## src/rtl/render_cmd_pkg.sv

```systemverilog
// Shared types for the renderer command master: register map, queued command
// layout and the issue FSM state encoding.
package render_cmd_pkg;

   localparam logic [3:0] REG_X    = 4'd1;
   localparam logic [3:0] REG_Y    = 4'd2;
   localparam logic [3:0] REG_CODE = 4'd4;
   localparam logic [3:0] REG_GO   = 4'd6;

   // kind 0 = positioned sprite, kind 1 = unpositioned fill/line
   typedef struct packed {
      logic       kind;
      logic [7:0] code;
      logic [8:0] x;
      logic [7:0] y;
   } cmd_t;

   typedef enum logic [2:0] {
      ST_IDLE,
      ST_WR_CODE,
      ST_WR_X,
      ST_WR_Y,
      ST_WR_GO
   } state_e;

endpackage

```

## src/rtl/render_cmd_fifo.sv

```systemverilog
// Show-ahead command queue; the head entry is visible on rdata_o whenever
// empty_o is low. Pushes into a full queue are dropped even if a pop coincides.
module render_cmd_fifo
   import render_cmd_pkg::*;
#(
   parameter int DEPTH = 8,
   localparam int AW   = $clog2(DEPTH)
) (
   input  logic          clk,
   input  logic          rst_n,
   input  logic          push_i,
   input  cmd_t          wdata_i,
   input  logic          pop_i,
   output cmd_t          rdata_o,
   output logic [AW:0]   count_o,
   output logic          full_o,
   output logic          empty_o
);

   localparam logic [AW:0] DEPTH_CNT = DEPTH[AW:0];

   cmd_t          mem_q [DEPTH];
   logic [AW-1:0] wr_ptr_q, rd_ptr_q;
   logic [AW:0]   count_q, count_d;
   logic          do_push, do_pop;

   assign full_o  = (count_q == DEPTH_CNT);
   assign empty_o = (count_q == '0);
   assign do_push = push_i & ~full_o;
   assign do_pop  = pop_i & ~empty_o;
   assign rdata_o = mem_q[rd_ptr_q];
   assign count_o = count_q;

   always_comb begin
      count_d = count_q;
      case ({do_push, do_pop})
         2'b10:   count_d = count_q + 1'b1;
         2'b01:   count_d = count_q - 1'b1;
         default: count_d = count_q;
      endcase
   end

   // Pointers are AW bits wide, so they wrap modulo DEPTH on their own.
   always_ff @(posedge clk or negedge rst_n) begin
      if (!rst_n) begin
         wr_ptr_q <= '0;
         rd_ptr_q <= '0;
         count_q  <= '0;
      end else begin
         if (do_push) wr_ptr_q <= wr_ptr_q + 1'b1;
         if (do_pop)  rd_ptr_q <= rd_ptr_q + 1'b1;
         count_q <= count_d;
      end
   end

   always_ff @(posedge clk) begin
      if (do_push) mem_q[wr_ptr_q] <= wdata_i;
   end

endmodule

```

## src/rtl/render_cmd_master.sv

```systemverilog
// Avalon-MM write master draining queued draw commands into the renderer
// register file: code, then x/y for sprites, then plot-go.
//
// state    | meaning
// ---------+-----------------------------------------------
// IDLE     | no command in flight, waiting for the queue
// WR_CODE  | writing texture/colour code to REG_CODE
// WR_X     | writing midpoint x to REG_X (sprites only)
// WR_Y     | writing midpoint y to REG_Y (sprites only)
// WR_GO    | writing plot-go to REG_GO; may stall for a whole plot
module render_cmd_master
   import render_cmd_pkg::*;
#(
   parameter int FIFO_DEPTH = 8,
   localparam int CW        = $clog2(FIFO_DEPTH) + 1
) (
   input  logic          clk,
   input  logic          rst_n,
   input  logic          cmd_valid,
   output logic          cmd_ready,
   input  logic          cmd_kind,
   input  logic [7:0]    cmd_code,
   input  logic [8:0]    cmd_x,
   input  logic [7:0]    cmd_y,
   output logic [3:0]    master_address,
   output logic          master_write,
   output logic [31:0]   master_writedata,
   input  logic          master_waitrequest,
   output logic          busy,
   output logic [CW-1:0] cmd_count
);

   state_e state_q, state_d;
   cmd_t   cur_q, cur_d;
   cmd_t   head, push_data;
   logic   pop, fifo_full, fifo_empty;

   assign push_data = '{kind: cmd_kind, code: cmd_code, x: cmd_x, y: cmd_y};

   render_cmd_fifo #(.DEPTH(FIFO_DEPTH)) u_fifo (
      .clk     (clk),
      .rst_n   (rst_n),
      .push_i  (cmd_valid),
      .wdata_i (push_data),
      .pop_i   (pop),
      .rdata_o (head),
      .count_o (cmd_count),
      .full_o  (fifo_full),
      .empty_o (fifo_empty)
   );

   assign cmd_ready = ~fifo_full;
   assign busy      = (state_q != ST_IDLE) | (cmd_count != '0);

   always_comb begin
      state_d = state_q;
      cur_d   = cur_q;
      pop     = 1'b0;
      case (state_q)
         ST_IDLE: begin
            if (!fifo_empty) begin
               pop     = 1'b1;
               cur_d   = head;
               state_d = ST_WR_CODE;
            end
         end
         ST_WR_CODE: if (!master_waitrequest) state_d = cur_q.kind ? ST_WR_GO : ST_WR_X;
         ST_WR_X:    if (!master_waitrequest) state_d = ST_WR_Y;
         ST_WR_Y:    if (!master_waitrequest) state_d = ST_WR_GO;
         ST_WR_GO: begin
            // Chain straight into the next command so the bus sees no idle cycle.
            if (!master_waitrequest) begin
               if (!fifo_empty) begin
                  pop     = 1'b1;
                  cur_d   = head;
                  state_d = ST_WR_CODE;
               end else begin
                  state_d = ST_IDLE;
               end
            end
         end
         default: state_d = ST_IDLE;
      endcase
   end

   always_comb begin
      master_write     = 1'b1;
      master_address   = 4'd0;
      master_writedata = 32'd0;
      case (state_q)
         ST_WR_CODE: begin
            master_address   = REG_CODE;
            master_writedata = {24'b0, cur_q.code};
         end
         ST_WR_X: begin
            master_address   = REG_X;
            master_writedata = {23'b0, cur_q.x};
         end
         ST_WR_Y: begin
            master_address   = REG_Y;
            master_writedata = {24'b0, cur_q.y};
         end
         ST_WR_GO: master_address = REG_GO;
         default:  master_write   = 1'b0;
      endcase
   end

   always_ff @(posedge clk or negedge rst_n) begin
      if (!rst_n) begin
         state_q <= ST_IDLE;
         cur_q   <= '0;
      end else begin
         state_q <= state_d;
         cur_q   <= cur_d;
      end
   end

endmodule

```

## config.mk

```make
export PLATFORM = sky130hd
export DESIGN_NAME = render_cmd_master
export DESIGN_NICKNAME = d
export VERILOG_FILES = /design/src/rtl/render_cmd_pkg.sv /design/src/rtl/render_cmd_fifo.sv /design/src/rtl/render_cmd_master.sv
export SDC_FILE = /design/constraint.sdc
export NUM_CORES = 1
export LEC_CHECK = 0
export ABC_AREA = 1
export CAP_MARGIN = 20
export CORE_ASPECT_RATIO = 0.8
export CORE_MARGIN = 3
export CORE_UTILIZATION = 45
export CTS_BUF_LIST = sky130_fd_sc_hd__clkbuf_8
export DETAILED_ROUTE_END_ITERATION = 16
export GPL_TIMING_DRIVEN = 0
export SYNTH_ARGS = -nofsm -noshare
export SYNTH_HDL_FRONTEND = slang
export SYNTH_SLANG_ARGS = --single-unit
export TNS_END_PERCENT = 1
```

## constraint.sdc

```tcl
create_clock -name clk -period 3.4 [get_ports clk]
set_input_delay 1.02 -clock clk [delete_from_list [all_inputs] [get_ports clk]]
set_output_delay 1.02 -clock clk [all_outputs]
set_load 0.02 [all_outputs]
```

# [Word-level counts from Yosys, hierarchy flattened]
# Memory sizes are Yosys's and may differ from the RTL's.
# Index checks and enable logic that the tools add are counted.
[totals] n_memories=1 word_cells=59 inputBits=30 out_inout_bits=43 ff_bits=39 ramBits=208
[memory_table] name="u_fifo.mem_q" words=8 word_bits=26 rd=1 rd_ports_with_merged_regs=0 write_ports=1 line="render_cmd_fifo.sv:22" source="cmd_t mem_q [DEPTH];"
[op_classes] eq_ne=12 bitwise=5 n_reduce_logical=9 add_sub_neg=4 n_mux=20
[ops] op="$mux 26" count=2
[ops] op="$pmux 26 s2" count=1
[ops] op="$pmux 9 s3" count=1
[ops] op="$mux 3" count=6
[ops] op="$pmux 3 s5" count=1
[ops] op="$pmux 3 s4" count=1
[ops] op="$ne 2x2->1 const B" count=5
[ops] op="$pmux 4 s2" count=1
[ops] op="$add 3x1->3 const B" count=2
[ops] op="$eq 3x2->1 const B" count=2
[ops] op="$mux 1" count=6
[ops] op="$reduce_and 5->1" count=1
[ops] op="$add 4x1->4 const B" count=1
[ops] op="$eq 4x4->1 const B" count=1
[ops] op="$logic_not 4->1" count=1
[ops] op="$reduce_bool 2->1" count=2
[ops] op="$reduce_bool 4->1" count=1
[ops] op="$reduce_or 4->1" count=1
[ops] op="$sub 4x1->4 const B" count=1
[ops] op="$eq 3x1->1 const B" count=1
[ops] op="$eq 3x3->1 const B" count=1
[ops] op="$logic_not 3->1" count=1
[ops] op="$reduce_bool 3->1" count=1
[ops] op="$and 1x1->1" count=2
[ops] op="6 further kinds" count=7

# [Longest topological paths before layout]
# Gate-level depths: netlist (run 1).
[logic_depth] ltp_word=7 depth_mapped=13 mapped_depth_nobuf=12

# [Hierarchy]
# A second synthesis (run 1) with hierarchy kept.
[unflattened] hier_cells=1189 hier_area_um2=11126.9
[modules_own_cells] mod="render_cmd_fifo" cells_each=979 area_per_inst_um2=9559.2 seq_area_each_um2=6496.2 instances=1
[modules_own_cells] mod="render_cmd_master" cells_each=210 area_per_inst_um2=1567.8 seq_area_each_um2=725.7 instances=1

# [Least setup slack after synthesis (run 1)]
# No wires, ideal clock.
[synth_path] path_kind="input to register" start="input port cmd_valid" end="memory u_fifo.mem_q[0][0] (netlist bit) (enable)" arrival_time_ns=2.483 path_stages=3 slack_ns=0.509 required_time_ns=2.991 path_buffers=0 setup_time_ns=0.409 cell_sequence="nand2_1 -> or2_4 -> nor2_1"
[synth_between] elab_chain_len=3
[synth_rtl] element="from (decl)" line="render_cmd_master.sv:19" source="input logic cmd_valid,"
[synth_rtl] element="$and 1x1->1" line="render_cmd_fifo.sv:29" source="assign do_push = push_i & ~full_o;"
[synth_rtl] element="$mux 1" line="render_cmd_fifo.sv:57" source="if (do_push) mem_q[wr_ptr_q] <= wdata_i;"
[synth_rtl] element="$mux 1 (implied by the code)" line="render_cmd_fifo.sv:57"
[synth_rtl] element="to (decl)" line="render_cmd_fifo.sv:22"
# Every way passes these cells.

# [Worst setup path in the final report (run 1)]
[layout_path] start="register state_q[1]" end="output port master_writedata[5]"
[layout_between] elab_chain_len=2 word_cells_on_any_way=4 cone_classes="eq/ne: 3; mux: 1"
[layout_rtl] element="from (decl)" line="render_cmd_master.sv:33" source="state_e state_q, state_d;"
[layout_rtl] element="from (signal assigned)" line="render_cmd_master.sv:113" source="state_q <= state_d;"
[layout_rtl] element="$eq 3x2->1 / $eq 3x1->1 (equally long branches)" line="render_cmd_master.sv:90" source="case (state_q)"
[layout_rtl] element="$pmux 9 s3 *" line="render_cmd_master.sv:90"
[layout_rtl] element="to (decl)" line="render_cmd_master.sv:27" source="output logic [31:0] master_writedata,"
# Every way passes the cells marked *; elsewhere a longest branch is shown, timed or not.

==> results.sh, run 1 <==
export IMPL_critPathKind="register to output pin"
export IMPL_cts_buffer_depth=3
export IMPL_synth_warnings=0
export IMPL_slowest_delay_ps=420
export IMPL_core_sq_um=23600
export IMPL_grt_max_degree=39
export IMPL_die_x_um=180
export IMPL_synth_edf_count=208
export IMPL_synth_distinct_cells=28
export IMPL_finalHoldViolations=0
export IMPL_required_ps=2380
export IMPL_pre_cts_slack_ps=139
export IMPL_hp_class="primary input to asynchronous set/reset pin"
export IMPL_rows=50
export IMPL_syn_to_final_growth_pct=18.6
export IMPL_dpl_cell_area_sq_um=12100
export IMPL_path_max_fanout=9
export IMPL_grt_pass1_vias=7102
export IMPL_ys_flop_type="edfxtp_1"
export IMPL_layout_min_cycle_time_ps=3100
export IMPL_gp_congestion=0.820
export IMPL_cpMostUsedCell="nand3_1"
export IMPL_fin_skew_ps=18.3
export IMPL_async_flop_share_pct=15.8
export IMPL_synth_xor_area_share_pct=0.322
export IMPL_vdd_ir_drop_max_v=0.000428
export IMPL_rsz0062_at_grt="no"
export IMPL_numCtsBuffers=40
export IMPL_top_level_ports=73
export IMPL_synth_fa_ha_area_share_pct=0.759
export IMPL_synthTopCellsByCount="nand2_1, edfxtp_1, nand3_1, inv_1, dfrtp_1"
export IMPL_antenna_found_initial=0
export IMPL_fin_crit_sh_pct=91.2
export IMPL_synthCells=1072
export IMPL_io_buffers=48
export IMPL_die_area_sq_um=26100
export IMPL_ant_nets=0
export IMPL_diodes=0
export IMPL_synth_area_sq_um=10900
export IMPL_die_y_um=145
export IMPL_finalCoreUtilization_pct=54.7
export IMPL_synth_compound_area_share_pct=0.552
export IMPL_setup_tns_final_ps=0
export IMPL_final_nets=1230
export IMPL_final_max_slew_viol_count=0
export IMPL_synth_area_leaders="edfxtp_1, nand2_1, dfrtp_1"
export IMPL_routedWlPerCell_um=17.8
export IMPL_drcViolationCount=0
export IMPL_fin_area_sq_um=12900
export IMPL_crit_arrival_ps=2080
export IMPL_report_final_setup_viol=0
export IMPL_ys_ff_latch=247
export IMPL_powerDensity_nw_per_um2=858
export IMPL_grt_use_total_pct=21.1
export IMPL_slew_headroom_pct=46.9
export IMPL_slowest_stage="dfrtp_1"
export IMPL_tightest_slew_ps=797
export IMPL_muxShareOfSynthArea_pct=0
export IMPL_crit_chain="inv_1, nand3_1, inv_4, nand2_1, nand3_1, dlygate4sd2_1"
export IMPL_insertion_delay_ps=540
export IMPL_cts_tree="built"
export IMPL_grt_ovfl_total=0
export IMPL_synth_top_family_by_area="simple AND/OR/NAND/NOR gates"
export IMPL_drtPass1Iterations=5
export IMPL_layout_drive_gt1_share_pct=11.6
export IMPL_setup_ws_ps=298
export IMPL_critPathLaunchType="register"
export IMPL_ys_seq_area_share_pct=66.4
export IMPL_clock_sinks=247
export IMPL_initial_core_util_pct=46.1
export IMPL_syn_area_per_cell_sq_um=10.1
export IMPL_dp_cells=1464
export IMPL_wl_um=27400
export IMPL_via_per_inst=4.84
export IMPL_yosysTopAreaCellShare_pct=57.4
export IMPL_vias=7447
export IMPL_clk_pin_slew_worst_paths_ps=60
export IMPL_h_tree_depth=2
export IMPL_p_leak_nw=5.80
export IMPL_drt_iter0_drc=648
export IMPL_max_clock_freq_mhz=322
export IMPL_synth_most_common_cell="nand2_1"
export IMPL_yosys_area_top_type="edfxtp_1"
export IMPL_maxCapViolations=0
export IMPL_cts_root_buf="clkbuf_8"
export IMPL_outcome="complete, no violations"
export IMPL_yosys_area_share_simple_pct=21.6
export IMPL_grt_pass1_wl_um=41700
export IMPL_fin_cells=1538
export IMPL_dp_hpwl_um=18000
export IMPL_cp_end_kind="output pin"
## cells by family (layout without fill, tap and decap cells)
family,after synthesis,in the layout
flops,247,247
other cells,1,24
fa+ha+maj,6,6
xor+xnor,4,4
buf+inv,241,372
compound gates,12,12
simple gates,561,561
## area by class of cell
class                      count  area (sq um)
inverter                     173           662
sequential                   247          7220
tap                          312           390
clock inverter                32           189
buffer                        68           464
multi-input combinational    607          2680
timing repair buffer          57           706
fill                        2130         10700
clock buffer                  42           578
## flip-flops by register name, indices dropped and copies added (netlist names)
name	cells
state_q	3
u_fifo.mem_q	208
u_fifo.rd_ptr_q	3
u_fifo.count_o	4
cur_q	26
u_fifo.wr_ptr_q	3
## power by group
part,switching (W),internal (W),leakage [nW]
clock network,0.00115,0.00130,0.425
registers,0.000243,0.00390,2.37
logic,0.00303,0.00144,3.01
total,0.00442,0.00664,5.80
## critical path, delay by kind of cell, from the launching register on
family / cells / cell delay [ps]
buffers and inverters: 3 / 700
AND/OR/NAND/NOR: 3 / 420
flip-flops: 1 / 420
## per-stage QoR
step / hold WS [ps] / total power (W)
floorplan: 449 / 0.00691
detailed placement: 467 / 0.00868
global route: 264 / 0.0118
global placement: 466 / 0.00849
finish: 283 / 0.0111
CTS: 261 / 0.0111
## metal layers
metal,wire length [um],up-vias,global-route usage (%)
met5,0,-,0
li1,-,3649,-
met2,12400,276,32.9
met1,12500,3485,31.1
met3,2100,37,3.78
met4,358,0,4.64
## cells in the final DEF (no fill, tap or decap), drive strengths merged, types with 5 or more instances in the layout
cell type,instances
buf,73
clkbuf,47
clkdlybuf4s50,39
clkinv,21
conb,24
dfrtp,39
dlygate4sd2,6
edfxtp,208
ha,5
inv,180
nand2,371
nand3,171
nor2,16
o21ai,9
## what timing repair did
item / in CTS / in global routing
pin swaps: 0 / 0
setup endpoints to repair: 8 / 2
gates cloned: 0 / 0
setup buffers: 0 / 0
hold buffers: 0 / 0
gates resized for setup: 7 / 4
## final timing paths
kind,start,cells past startpoint,endpoint,slack (ps)
worst max-delay path,state_q[1]$_DFFE_PN0P_,6,master_writedata[5],300
worst min-delay path,rst_n,1,state_q[1]$_DFFE_PN0P_,280
worst max register to register,u_fifo.count_o[0]$_DFFE_PN0P_,13,u_fifo.count_o[3]$_DFFE_PN0P_,1040
worst min register to register,cur_q[24]$_DFFE_PN0P_,2,cur_q[24]$_DFFE_PN0P_,480
max in group asynchronous,rst_n,2,cur_q[13]$_DFFE_PN0P_,2700
min in group clk,cur_q[24]$_DFFE_PN0P_,2,cur_q[24]$_DFFE_PN0P_,480
No activity file was read; power rests on OpenSTA's default activity.
==> run 2: changes to the inputs <==
- CAP_MARGIN: 20 -> unset
==> results of run 2 <==
The final DEF is identical to that of run 1; final timing and power are the same.
